**config.mk**
```make
export PLATFORM = sky130hd
export DESIGN_NAME = pipeline_ctrl
export DESIGN_NICKNAME = d
export VERILOG_FILES = /design/src/rtl/pipeline_ctrl.sv
export SDC_FILE = /design/constraint.sdc
export NUM_CORES = 1
export LEC_CHECK = 0
export CAP_MARGIN = 20
export CORE_ASPECT_RATIO = 0.7
export CORE_MARGIN = 1.5
export CORE_UTILIZATION = 37
export CTS_CLUSTER_DIAMETER = 100
export CTS_CLUSTER_SIZE = 12
export DETAILED_ROUTE_END_ITERATION = 10
export PLACE_DENSITY = 0.86
export SYNTH_ARGS = -nofsm -noshare
export SYNTH_HDL_FRONTEND = slang
export SYNTH_SLANG_ARGS = --single-unit
```
**constraint.sdc**
```tcl
create_clock -name clk -period 3.12 [get_ports clk]
set_clock_uncertainty 0.1 [all_clocks]
set_input_delay 0.312 -clock clk [delete_from_list [all_inputs] [get_ports clk]]
set_output_delay 0.312 -clock clk [all_outputs]
set_load 0.01 [all_outputs]
```
**src/rtl/pipeline_ctrl.sv**
```systemverilog
// pipeline_ctrl: stall/flush/halt sequencer for the 5-stage RV32 pipeline (IF/ID/EX/MEM/WB).
// Define PIPELINE_CTRL_PERF_EN to build the saturating stall/flush performance counters.
module pipeline_ctrl #(
  parameter int CNT_WIDTH = 16,
  parameter int DRAIN_MAX = 7
) (
  input  logic                 clk,
  input  logic                 rst,
  input  logic [4:0]           rs1_d,
  input  logic [4:0]           rs2_d,
  input  logic                 rs1_used_d,
  input  logic                 rs2_used_d,
  input  logic [4:0]           rd_e,
  input  logic                 mem_read_e,
  input  logic                 branch_taken_e,
  input  logic                 halt_d,
  input  logic                 halt_w,
  input  logic                 mem_busy_m,
  output logic                 pc_wr_en,
  output logic                 if_id_wr_en,
  output logic                 id_ex_wr_en,
  output logic                 ex_mem_wr_en,
  output logic                 mem_wb_wr_en,
  output logic                 if_id_flush,
  output logic                 id_ex_flush,
  output logic                 halted,
  output logic                 drain_err,
  output logic [CNT_WIDTH-1:0] stall_cnt,
  output logic [CNT_WIDTH-1:0] flush_cnt
);

  localparam int DW = (DRAIN_MAX < 2) ? 1 : $clog2(DRAIN_MAX + 1);

  typedef enum logic [1:0] {
    RUN    = 2'd0,
    DRAIN  = 2'd1,
    HALTED = 2'd2
  } state_t;

  state_t        state_r;
  logic [DW-1:0] drain_cnt_r;
  logic          halted_r;
  logic          drain_err_r;
  logic          load_use_s;
  logic          stall_s;
  logic          branch_s;
  logic          halt_go_s;

  function automatic logic src_hit(input logic [4:0] rs, input logic used, input logic [4:0] rd);
    return used && (rs == rd);
  endfunction

  // x0 is hardwired zero, so a load targeting it is never a real dependency
  assign load_use_s = mem_read_e && (rd_e != 5'd0) &&
                      (src_hit(rs1_d, rs1_used_d, rd_e) || src_hit(rs2_d, rs2_used_d, rd_e));

  // Enables and flushes decoded from state and the current hazard inputs
  always_comb begin
    pc_wr_en     = 1'b0;
    if_id_wr_en  = 1'b0;
    id_ex_wr_en  = 1'b0;
    ex_mem_wr_en = 1'b0;
    mem_wb_wr_en = 1'b0;
    if_id_flush  = 1'b0;
    id_ex_flush  = 1'b0;
    stall_s      = 1'b0;
    branch_s     = 1'b0;
    halt_go_s    = 1'b0;
    if (rst) begin
      if_id_flush = 1'b1;
      id_ex_flush = 1'b1;
    end else begin
      case (state_r)
        RUN: begin
          if (mem_busy_m) begin
            pc_wr_en = 1'b0;
          end else if (branch_taken_e) begin
            // halt_d is wrong-path here and gets squashed with the rest of ID
            {pc_wr_en, if_id_wr_en, id_ex_wr_en, ex_mem_wr_en, mem_wb_wr_en} = 5'b11111;
            if_id_flush = 1'b1;
            id_ex_flush = 1'b1;
            branch_s    = 1'b1;
          end else if (load_use_s) begin
            {id_ex_wr_en, ex_mem_wr_en, mem_wb_wr_en} = 3'b111;
            id_ex_flush = 1'b1;
            stall_s     = 1'b1;
          end else begin
            {pc_wr_en, if_id_wr_en, id_ex_wr_en, ex_mem_wr_en, mem_wb_wr_en} = 5'b11111;
            halt_go_s = halt_d;
          end
        end
        DRAIN: begin
          if (mem_busy_m) begin
            pc_wr_en = 1'b0;
          end else begin
            {id_ex_wr_en, ex_mem_wr_en, mem_wb_wr_en} = 3'b111;
            if_id_flush = 1'b1;
          end
        end
        HALTED: begin
          pc_wr_en = 1'b0;
        end
        default: begin
          pc_wr_en = 1'b0;
        end
      endcase
    end
  end

  // Run/drain/halt sequencing with drain watchdog
  always_ff @(posedge clk) begin
    if (rst) begin
      state_r     <= RUN;
      drain_cnt_r <= '0;
      halted_r    <= 1'b0;
      drain_err_r <= 1'b0;
    end else begin
      case (state_r)
        RUN: begin
          drain_cnt_r <= '0;
          if (halt_go_s) begin
            state_r <= DRAIN;
          end else begin
            state_r <= RUN;
          end
        end
        DRAIN: begin
          if (halt_w) begin
            state_r  <= HALTED;
            halted_r <= 1'b1;
          end else if (mem_busy_m) begin
            drain_cnt_r <= drain_cnt_r;
          end else if (drain_cnt_r == DW'(DRAIN_MAX - 1)) begin
            state_r     <= HALTED;
            halted_r    <= 1'b1;
            drain_err_r <= 1'b1;
          end else begin
            drain_cnt_r <= drain_cnt_r + DW'(1);
          end
        end
        HALTED: begin
          state_r  <= HALTED;
          halted_r <= 1'b1;
        end
        default: begin
          state_r <= RUN;
        end
      endcase
    end
  end

  assign halted    = halted_r && !rst;
  assign drain_err = drain_err_r && !rst;

`ifdef PIPELINE_CTRL_PERF_EN
  logic [CNT_WIDTH-1:0] stall_cnt_r;
  logic [CNT_WIDTH-1:0] flush_cnt_r;

  // Saturating event counters
  always_ff @(posedge clk) begin
    if (rst) begin
      stall_cnt_r <= '0;
      flush_cnt_r <= '0;
    end else begin
      if (stall_s && (stall_cnt_r != {CNT_WIDTH{1'b1}})) begin
        stall_cnt_r <= stall_cnt_r + CNT_WIDTH'(1);
      end else begin
        stall_cnt_r <= stall_cnt_r;
      end
      if (branch_s && (flush_cnt_r != {CNT_WIDTH{1'b1}})) begin
        flush_cnt_r <= flush_cnt_r + CNT_WIDTH'(1);
      end else begin
        flush_cnt_r <= flush_cnt_r;
      end
    end
  end

  assign stall_cnt = stall_cnt_r;
  assign flush_cnt = flush_cnt_r;
`else
  logic perf_unused_s;
  assign perf_unused_s = stall_s | branch_s;
  assign stall_cnt = '0;
  assign flush_cnt = '0;
`endif

endmodule
```
== After elaboration in Yosys (flattened, before gate mapping) ==
Index checks and enable logic that the tools add are counted.
Word-level totals
  flip-flop bits (word level): 7
  input bits: 24
  output and inout port bits: 41
Cells by class
  add/subtract/negate cells: 1
  eq/ne operators: 10
  multiplexer cells: 35
  bitwise logic cells: 2
  reductions and logical operators: 17
Operators by type and width (count)
  two-way mux 1 bit: 25
  == test 5 bit: 2
  two-way mux 3 bit: 3
  AND reduction 4 bit: 2
  logical AND 1 bit: 6
  two-way mux 2 bit: 3
  inequality test 2 bit, second input constant: 3
  inequality test 3 bit, second input constant: 2
  case mux 2 bit (3 select lines): 1
  case mux 3 bit (2 select lines): 1
  nonzero test 5 bit: 1
  case mux 1 bit (2 select lines): 2
  nonzero test 2 bit: 2
  adder 3 x 1 -> 3 bit, second input constant: 1
  == test 3 bit, second input constant: 1
  AND reduction 3 bit: 1
  == test 2 x 1 -> 1 bit, second input constant: 1
  == test 2 bit, second input constant: 1
  logical NOT 2 bit: 1
  inverter 1 bit: 2
  AND reduction 2 bit: 1
  OR reduction 2 bit: 1
  logical NOT 1 bit: 1
  logical OR 1 bit: 1

== Depth between registers and ports, before layout ==
  word-level depth: 11
  gate-level depth with buffers: 6
  gate-level depth less buffers: 6

== Worst setup path before layout ==
Ideal clock, no wire load.
  path type: in2out
  start: input port rd_e[1]
  end: output port pc_wr_en
  arrival: 1486 ps
  required time: 2708 ps
  slack: 1222 ps
  stages on the path: 5
  buffers on the path: 1
  cell sequence: or4_1 o21ai_2 nor2_1 a21oi_1 buf_4
On the way
  longest elaborated chain between the ends: 9
  elaborated cells between the ends (all ways): 13
  classes of those cells: 2 x eq/ne; 5 x mux; 6 x reduce/logical
RTL lines
  start: declaration: line 13  | input logic [4:0] rd_e,
  == test 5 bit: line 50  | return used && (rs == rd);
  logical AND 1 bit: line 50
  logical OR 1 bit: line 55  | (src_hit(rs1_d, rs1_used_d, rd_e) || src_hit(rs2_d, rs2_used_d, rd_e));
  logical AND 1 bit (*): line 54  | assign load_use_s = mem_read_e && (rd_e != 5'd0) &&
  two-way mux 1 bit (*) (4 in a row)
  two-way mux 1 bit (*): line 69  | if (rst) begin
  end: declaration: line 19  | output logic pc_wr_en,
Mark *: on every way between the ends. The rest lies on a longest branch, timed or not.

== Final worst setup path ==
  start: input port rd_e[1]
  end: output port if_id_wr_en
On the way
  longest elaborated chain between the ends: 9
  elaborated cells between the ends (all ways): 13
  classes of those cells: 2 x eq/ne; 5 x mux; 6 x reduce/logical
RTL lines
  == test 5 bit: line 50
  logical AND 1 bit: line 50
  logical OR 1 bit: line 55
  logical AND 1 bit (*): line 54
  two-way mux 1 bit (*): line 83  | end else if (load_use_s) begin
  two-way mux 1 bit (*): line 77  | end else if (branch_taken_e) begin
  two-way mux 1 bit (*): line 75  | if (mem_busy_m) begin
  two-way mux 1 bit (*) (2 in a row)
  end: declaration: line 20  | output logic if_id_wr_en,
Marked as above.

==> impl_metrics.py <==
metrics = {
    "run_status": {
        "status": "completed",
    },
    "sta": {
        "hold_viol": 0,
        "rsz0062_at_grt": "no",
        "fin_crit_ns": 2.80,
        "setup_viol": 0,
        "slew_violations": 0,
        "setup_ws_ns": 0.321,
        "period_share_pct": 89.7,
        "fin_tns_setup_ns": 0,
        "fmax_mhz": 357,
        "whs_ns": 0.378,
    },
    "critical_path": {
        "crit_path_end_kind": "output pin",
        "crit_type": "in2out",
        "cp.required_ns": 2.71,
        "ff2ff_path_depth": 6,
        "r2r-end": "state_r[0]",
        "worstPathMaxFanout": 3,
        "cp-start-kind": "input port",
        "r2r_setup_slack_ns": 1.18,
        "arrival_ns": 2.39,
        "reg2reg_from": "state_r[0]",
    },
    "pwr": {
        "p_switching_mw": 0.0944,
        "power_density_nw_per_um2": 263,
        "vdd_drop_max_mv": 0.132,
        "seqPwrFrac_pct": 32.1,
        "report.power.total_mw": 0.294,
        "p_leak_nw": 0.482,
        "p_int_mw": 0.200,
        "p_sw_share_pct": 32.1,
        "p_clk_share_pct": 27.9,
        "combPwrFrac_pct": 40.0,
    },
    "floorplanning": {
        "die_w_um": 61.3,
        "die_h_um": 43.8,
        "pin_count": 65,
        "rows": 14,
        "core_um2": 2190,
        "dieArea_um2": 2680,
        "initial_utilization_pct": 40.2,
    },
    "finish": {
        "drive_gt1_share_pct": 4.93,
        "nFillCells": 216,
        "area_growth_pct": 27.0,
        "stdcell_count": 174,
        "finalCoreUtilization_pct": 51.0,
        "fin_nets": 172,
        "stdcell_area_um2": 1120,
        "multi_input_area_um2": 571,
        "antenna_cells": 0,
        "regArea_um2": 140,
    },
    "clock_tree": {
        "numClockSinks": 7,
        "clockRootBuffer": "clkbuf_4",
        "cts.path.max_buffers": 2,
        "htree_levels": 1,
        "postCtsSetupBuffers": 0,
        "cts_resized": 0,
        "cts_hold_buf": 0,
        "clkSlewWorstSetupHoldPaths_ns": 0.05,
        "clkLatencyLatePin_ns": 0.26,
        "cts_made_buffers": 3,
        "cts_tree": "built",
    },
    "placement": {
        "dp_hpwl_um": 1640,
        "portBuffers": 32,
        "dpl_cell_area_um2": 1090,
        "pre_cts_ws_ns": 0.312,
        "gp_congestion": 0.789,
        "place_inst": 170,
    },
    "run": {
        "drv_cap": 0,
    },
    "global_routing": {
        "overflow": 0,
        "use_met1_pct": 17.6,
        "grtUsageMet3_pct": 5.37,
        "grt_use_met2_pct": 26.6,
        "grt_pass1_wl_um": 3000,
        "grt_usage_pct": 15.4,
        "grt-busiest-layer": "met2",
        "antenna_found_initial": 0,
        "grt_pass1_vias": 671,
        "grt_start_max_net_pins": 13,
    },
    "drt": {
        "vias_per_cell": 4.29,
        "wire_per_inst_um": 10.6,
        "drtAntennaViolNets": 0,
        "wirelength_um": 1850,
        "drt_pass1_iterations": 4,
        "num_vias": 747,
        "drc": 0,
        "drt_iter0_drc": 64,
    },
    "min_path": {
        "worstHoldStart": "drain_err_r",
        "hold_depth": 2,
        "hold_end": "drain_err_r",
        "min_path_type": "reg2reg",
    },
    "synth": {
        "synth.avg_cell_area_um2": 8.00,
        "synthesis.area_um2": 880,
        "yosysUniqueCellTypes": 33,
        "yosysWarningCount": 0,
        "synth_cells": 110,
        "ys_seq_elements": 7,
        "synth_seq_area_share_pct": 15.9,
    },
}
-- placed cells by master (no fill, tap or decap), types with 2 or more instances in the layout --
cell             count
a21oi_1              3
clkbuf_4             3
clkdlybuf4s50_1     32
conb_1              32
dfxtp_1              7
ha_1                 5
inv_1                3
mux2i_1              2
nand2_1              7
nand3_1              2
nand4_1              2
nor2_1               7
nor2b_1              4
nor3b_1              2
xnor2_1             11
-- worst max-delay path by stage --
stage               startpoint     endpoint  slack (ns)  cells past startpoint
finish                 rd_e[1]  if_id_wr_en        0.32                      6
detailed placement     rd_e[1]     pc_wr_en        0.31                      6
global placement       rd_e[1]  id_ex_flush        0.36                      6
global route           rd_e[1]     pc_wr_en        0.22                      6
floorplan              rd_e[1]     pc_wr_en        1.22                      5
CTS                    rd_e[1]     pc_wr_en        0.31                      6
-- flip-flops by register name, indices dropped and copies added, names as in the netlist --
signal and count:
state_r 2, halted_r 1, drain_err_r 1, drain_cnt_r 3
-- kinds of logic after synthesis --
group	Yosys count	synth area share (%)
AOI/OAI and AO/OA	10	8.11
DFF	7	15.9
adders and majority gates	5	7.11
xor gates and xnor gates	11	11.0
muxes	3	3.56
other	1	0.426
buffers and inverters	39	32.4
and+or+nand+nor	34	21.5
-- per-layer routing --
metal  part of all wire (%)  routed length [um]
met4                    1.5                  28
met3                    6.8                 126
met1                     41                 757
met5                      0                   0
met2                     51                 937
-- Yosys cell counts --
library cell	instances	share of area, %
mux2_2	1	1.3
dfxtp_1	7	16
o21ai_2	1	1.0
nand2_1	7	3.0
and3b_1	1	1.0
or4_1	1	0.85
nand4b_1	1	1.0
ha_1	5	7.1
conb_1	1	0.43
a2111oi_0	1	1.0
xnor2_1	11	11
or3_1	1	0.71
nand2b_1	1	0.71
nand4_1	2	1.4
nor3_1	1	0.57
nand3_1	2	1.1
buf_6	1	1.3
or3b_1	1	1.0
a221o_1	1	1.1
mux2i_1	2	2.3
nor3b_1	2	1.7
nor2b_1	4	2.8
o221ai_1	1	1.0
nor2_1	7	3.0
o22ai_1	1	0.71
or2b_1	1	0.85
a31oi_1	1	0.71
o21bai_1	1	0.85
buf_4	35	30
inv_1	3	1.3
and2b_1	1	0.85
a21oi_1	3	1.7
nand3b_1	1	0.85
-- area by class of cell --
| class | count | share of cell area (%) |
|---|---|---|
| tap | 32 | 3.58 |
| timing repair buffer | 33 | 29.3 |
| clock buffer | 3 | 2.02 |
| sequential | 7 | 12.5 |
| inverter | 3 | 1.01 |
| clock inverter | 1 | 0.448 |
| multi-input combinational | 95 | 51.1 |
-- critical path: stages --
cell and delay [ns]:
clkdlybuf4s50_1 0.46, or4_1 0.56, o21ai_2 0.18, nor2_1 0.06
a21oi_1 0.22, clkdlybuf4s50_1 0.59
-- power groups by stage --
| stage | sequential (mW) | combinational (mW) | clock, mW |
|---|---|---|---|
| after global routing | 0.0949 | 0.130 | 0.0897 |
| after detailed placement | 0.0965 | 0.117 | 0 |
| final | 0.0946 | 0.118 | 0.0822 |
| after CTS | 0.0944 | 0.117 | 0.0867 |
| after global placement | 0.0962 | 0.114 | 0 |
| after floorplan | 0.0959 | 0.0937 | 0 |
Power figures use the tool's default switching activity.
